File: src/rtl/spectrum_bar_scheduler.sv
// Spectrum bar scheduler: walks every bar of a granted channel frame, fetches it
// from bar memory and hands it to the gap complementer one bar at a time.
module spectrum_bar_scheduler #(
  parameter int NBARS  = 16,
  parameter int BW_BAR = 7,
  parameter int BW_IDX = 4
) (
  input  logic              Clock,
  input  logic              Reset,
  input  logic              ReqL,
  input  logic              ReqR,
  output logic              AckL,
  output logic              AckR,
  input  logic              Abort,
  input  logic [2:0]        Gap,
  output logic [BW_IDX:0]   RdAddr,
  input  logic [BW_BAR-1:0] RdData,
  output logic              CStart,
  output logic [BW_BAR-1:0] CBar,
  output logic [2:0]        CH,
  input  logic              CBusy,
  output logic              Busy,
  output logic              Ch
);

  localparam logic [2:0] IDLE  = 3'd0;
  localparam logic [2:0] RD    = 3'd1;
  localparam logic [2:0] LOAD  = 3'd2;
  localparam logic [2:0] PULSE = 3'd3;
  localparam logic [2:0] GAP   = 3'd4;
  localparam logic [2:0] WAIT  = 3'd5;
  localparam logic [2:0] FIN   = 3'd6;

  localparam logic [BW_IDX-1:0] LAST_IDX = BW_IDX'(NBARS - 1);

  logic [2:0]        state;
  logic [2:0]        nextState;
  logic [BW_IDX-1:0] idx;
  logic [BW_IDX-1:0] idxNext;
  logic              lastCh;
  logic              grant;
  logic              grantCh;
  logic              advance;

  // Round-robin only matters on a tie; a lone request always wins.
  always_comb begin
    grant   = (state == IDLE) && !Abort && (ReqL || ReqR);
    grantCh = (ReqL && ReqR) ? ~lastCh : ReqR;
    idxNext = idx + 1'b1;
    advance = (state == WAIT) && !Abort && !CBusy && (idx != LAST_IDX);
  end

  always_comb begin
    nextState = state;
    case (state)
      IDLE:    if (grant) nextState = RD;
      RD:      nextState = LOAD;
      LOAD:    nextState = PULSE;
      PULSE:   nextState = GAP;
      GAP:     nextState = WAIT;
      WAIT:    if (!CBusy) nextState = (idx == LAST_IDX) ? FIN : RD;
      FIN:     nextState = IDLE;
      default: nextState = IDLE;
    endcase
    if (Abort) nextState = IDLE;
  end

  // RdAddr is loaded on entry to RD so the synchronous memory answers during LOAD.
  always_ff @(posedge Clock) begin
    if (Reset) begin
      state  <= IDLE;
      idx    <= '0;
      lastCh <= 1'b1;
      Ch     <= 1'b0;
      RdAddr <= '0;
      CBar   <= '0;
      CH     <= '0;
    end else begin
      state <= nextState;
      case (state)
        IDLE: begin
          if (grant) begin
            Ch     <= grantCh;
            idx    <= '0;
            CH     <= Gap;
            RdAddr <= {grantCh, {BW_IDX{1'b0}}};
          end
        end
        LOAD: begin
          if (!Abort) CBar <= RdData;
        end
        WAIT: begin
          if (advance) begin
            idx    <= idxNext;
            RdAddr <= {Ch, idxNext};
          end
        end
        FIN: begin
          if (!Abort) lastCh <= Ch;
        end
        default: ;
      endcase
    end
  end

  // An abort landing on FIN suppresses the acknowledge of that frame.
  always_comb begin
    CStart = (state == PULSE);
    Busy   = (state != IDLE);
    AckL   = (state == FIN) && !Abort && !Ch;
    AckR   = (state == FIN) && !Abort && Ch;
  end

endmodule

File: config.mk
export PLATFORM = sky130hd
export DESIGN_NAME = spectrum_bar_scheduler
export DESIGN_NICKNAME = d
export VERILOG_FILES = /design/src/rtl/spectrum_bar_scheduler.sv
export SDC_FILE = /design/constraint.sdc
export NUM_CORES = 1
export LEC_CHECK = 0
export CORE_ASPECT_RATIO = 1.1
export CORE_MARGIN = 2
export CORE_UTILIZATION = 39
export DETAILED_ROUTE_END_ITERATION = 16
export PLACE_DENSITY_LB_ADDON = 0.08
export SYNTH_ARGS = -nofsm -noshare
export SYNTH_HDL_FRONTEND = slang
export SYNTH_SLANG_ARGS = --single-unit
File: constraint.sdc
create_clock -name Clock -period 1.2 [get_ports Clock]
set_input_delay 0.18 -clock Clock [delete_from_list [all_inputs] [get_ports Clock]]
set_output_delay 0.18 -clock Clock [all_outputs]
set_load 0.03 [all_outputs]
==> results of run 1 <==
## where the power goes
part	internal [µW]	switching (µW)	total, µW
sequential	676	15.2	692
combinational	171	158	329
clock	185	223	409
## metrics by stage
stage	instance area [µm²]	total power (µW)	setup TNS [ns]	utilization, %	hold WS (ns)
6_report	1830	1430	-4.00	74.0	0.432
5_1_grt	1830	1490	-5.41	74.0	0.434
4_1_cts	1720	1390	-3.59	69.4	0.421
3_5_place_dp	1540	977	-7.88	62.1	0.465
3_3_place_gp	1540	974	-7.01	62.1	0.458
2_1_floorplan	1080	842	0	-	0.327
## what timing repair did
| item | in CTS | in global routing |
|---|---|---|
| endpoints found under the setup margin | 33 | 23 |
| gates cloned | 0 | 0 |
| pin swaps | 4 | 9 |
| resized for setup | 50 | 28 |
| endpoints found under the hold margin | 0 | 0 |
| buffers inserted | 7 | 5 |
## kinds of logic after synthesis
kind of cell    synth area share, %
fa+ha+maj                      1.25
buf+inv                        5.37
simple gates                   21.2
flops                          39.9
compound gates                 21.2
mux                            11.0
## worst max-delay path by stage
stage | start | endpoint | slack, ns | depth (start not counted)
3_3_place_gp | Abort | lastCh$_SDFFE_PP1P_ | -0.39 | 4
4_1_cts | state[2]$_SDFFE_PP0P_ | AckL | -0.27 | 5
6_report | state[1]$_SDFFE_PP0P_ | AckL | -0.28 | 5
2_1_floorplan | state[1]$_SDFFE_PP0P_ | lastCh$_SDFFE_PP1P_ | 0.001 | 3
5_1_grt | state[1]$_SDFFE_PP0P_ | AckL | -0.35 | 5
3_5_place_dp | Abort | CBar[5]$_SDFFE_PP0P_ | -0.44 | 5
## state kept, by name, indices dropped and copies added, names as in the netlist
name,flops
CBar,7
lastCh,1
RdAddr,5
Ch,1
state,3
CH,3
## layer usage
| layer | wire length (µm) | up-vias |
|---|---|---|
| li1 | - | 516 |
| met1 | 1190 | 513 |
| met2 | 1490 | 24 |
| met3 | 121 | 7 |
| met4 | 51 | 0 |
| met5 | 0 | - |
## placed cells by master, fill, tap and decap left out, types with 4 or more instances in the layout
cell | Yosys | layout
a211o_1 | 4 | 4
buf_4 | 2 | 24
buf_6 | 1 | 12
clkdlybuf4s15_2 | 0 | 10
clkdlybuf4s50_1 | 0 | 14
dfxtp_1 | 20 | 12
dfxtp_2 | 0 | 5
mux2i_1 | 11 | 11
nand3_2 | 0 | 4
nor2_1 | 7 | 7
o21ai_2 | 0 | 4
## worst max-delay path: stages, from the launching register on
cell and delay (ns):
dfxtp_2 0.38, buf_6 0.12, nand2_4 0.06, buf_6 0.12, nor4_4 0.11, buf_4 0.19
## area by class of cell
| type | instances | share of cell area (%) |
|---|---|---|
| clock buffers | 4 | 1.98 |
| well taps | 31 | 2.12 |
| multi-input cells | 75 | 38.5 |
| flip-flops and latches | 20 | 22.8 |
| inverters | 4 | 0.821 |
| repair buffers | 64 | 33.7 |
==> results.yml, run 1 <==
run_status:
  status: "finished, violations left"
  violations: "negative setup slack"
worst_setup_path:
  path_class: "flip-flop to output pin"
  crit_path_end_kind: "output pin"
  worstPathMaxFanout: 4
  worstPathArrival_ns: 1.30
  cp.required_ns: 1.02
  worstReg2RegEnd: "RdAddr[0]$_SDFFE_PP0P_"
  r2r_start: "state[2]$_SDFFE_PP0P_"
  worst_setup_path_start_kind: "flip-flop"
  r2r_cells: 6
  regToRegSetupSlack_ns: -0.26
timing:
  fmax_ghz: 0.676
  relSlewSlack_pct: 76.6
  rsz0062_at_grt: "true"
  hold_violations: 0
  period_needed_ns: 1.48
  skew_ns: 0.00182
  setup_viol: 22
  post-route-period-util_pct: 123
  tightest_slew_ns: 0.348
  slew_viol_final: 0
  layout_setup_ws_ns: -0.280
clocking:
  cts_hold_buf: 0
  cts_buffers: 3
  h-tree-depth: 1
  cts_sinks: 20
  clock_latency_ns: 0.31
  root_buffer: "clkbuf_4"
  clk_path_buf_depth: 2
  clk_pin_slew_ns: 0.12
  cts_tree: "built"
logic_synthesis:
  ys_ff_latch: 20
  ys_warn_count: 0
  yosysMostFrequentCell: "dfxtp_1"
  syn_nets: 122
  syn_avg_cell_area_um2: 9.54
  netlist_top_cells_area: "dfxtp_1, mux2i_1, a211o_1"
  synth-async-reset-ratio_pct: 0
  ys.flop_type: "dfxtp_1"
  post-synth-top-area-fraction_pct: 40.0
  synthCells: 105
  ys_seq_area_share_pct: 40.0
  synth_commonest_cells: "dfxtp_1, mux2i_1, nand3_1, nor2_1"
  yosys.cell_types.count: 39
  synthesis.area_um2: 1000
  synth_edf_count: 0
  synth_top_area_cell: "dfxtp_1"
worst_hold_path:
  hold_path.class: "primary input to flip-flop"
  min_to: "CH[0]$_SDFFE_PP0P_"
  min_path_cells: 3
  hp-start: "Gap[0]"
pwr:
  power_density_nw_per_um2: 781
  leakage_uw: 0.000725
  ir_drop_mv: 0.786
drt:
  post_drt_wl_per_cell_um: 14.4
  vias: 1060
  postRouteAntennaNets: 0
  first_iter_violations: 16
  drtPass1Iterations: 4
  drc: 0
  avgViaCountPerCell: 5.35
  wl_um: 2860
global_routing:
  grt_first_pass_wirelength_um: 4570
  grt_pass1_vias: 1042
  top_usage_layer: "met2"
  grtUsageMet3_pct: 4.19
  grt_use_met1_pct: 24.3
  grt_overflow: 0
  antenna_found_initial: 0
  use_met2_pct: 33.6
  grt_use_total_pct: 19.9
  grt_max_degree: 12
placed_design:
  place_inst: 182
  portBuffers: 35
  dp_slack_ns: -0.440
  hpwl_um: 1930
  gp_congestion: 0.759
layout:
  nFillCells: 188
  diodes: 0
  drive_gt1_share_pct: 52.7
  stdcell_count: 198
  areaGrowthSynthToFinish_pct: 82.5
  nNetsFinal: 185
  multi_input_area_um2: 704
  seq_area_um2: 418
floorplanning:
  rows: 19
  dieWidth_um: 52.3
  fp.dieH_um: 57.2
  die_area_um2: 2990
  initial_utilization_pct: 40.5
  core_um2: 2470
  pin_count: 36
run:
  drv_cap: 0
Power figures use the tool's default switching activity.
==> run 2, diff against run 1 <==
--- a/config.mk
+++ b/config.mk
@@ -10,6 +10,7 @@
 export CORE_UTILIZATION = 39
 export DETAILED_ROUTE_END_ITERATION = 16
 export PLACE_DENSITY_LB_ADDON = 0.08
+export SLEW_MARGIN = 20
 export SYNTH_ARGS = -nofsm -noshare
 export SYNTH_HDL_FRONTEND = slang
 export SYNTH_SLANG_ARGS = --single-unit
==> results of run 2 <==
Same layout as run 1: the final DEF is identical, and so are final timing and power.
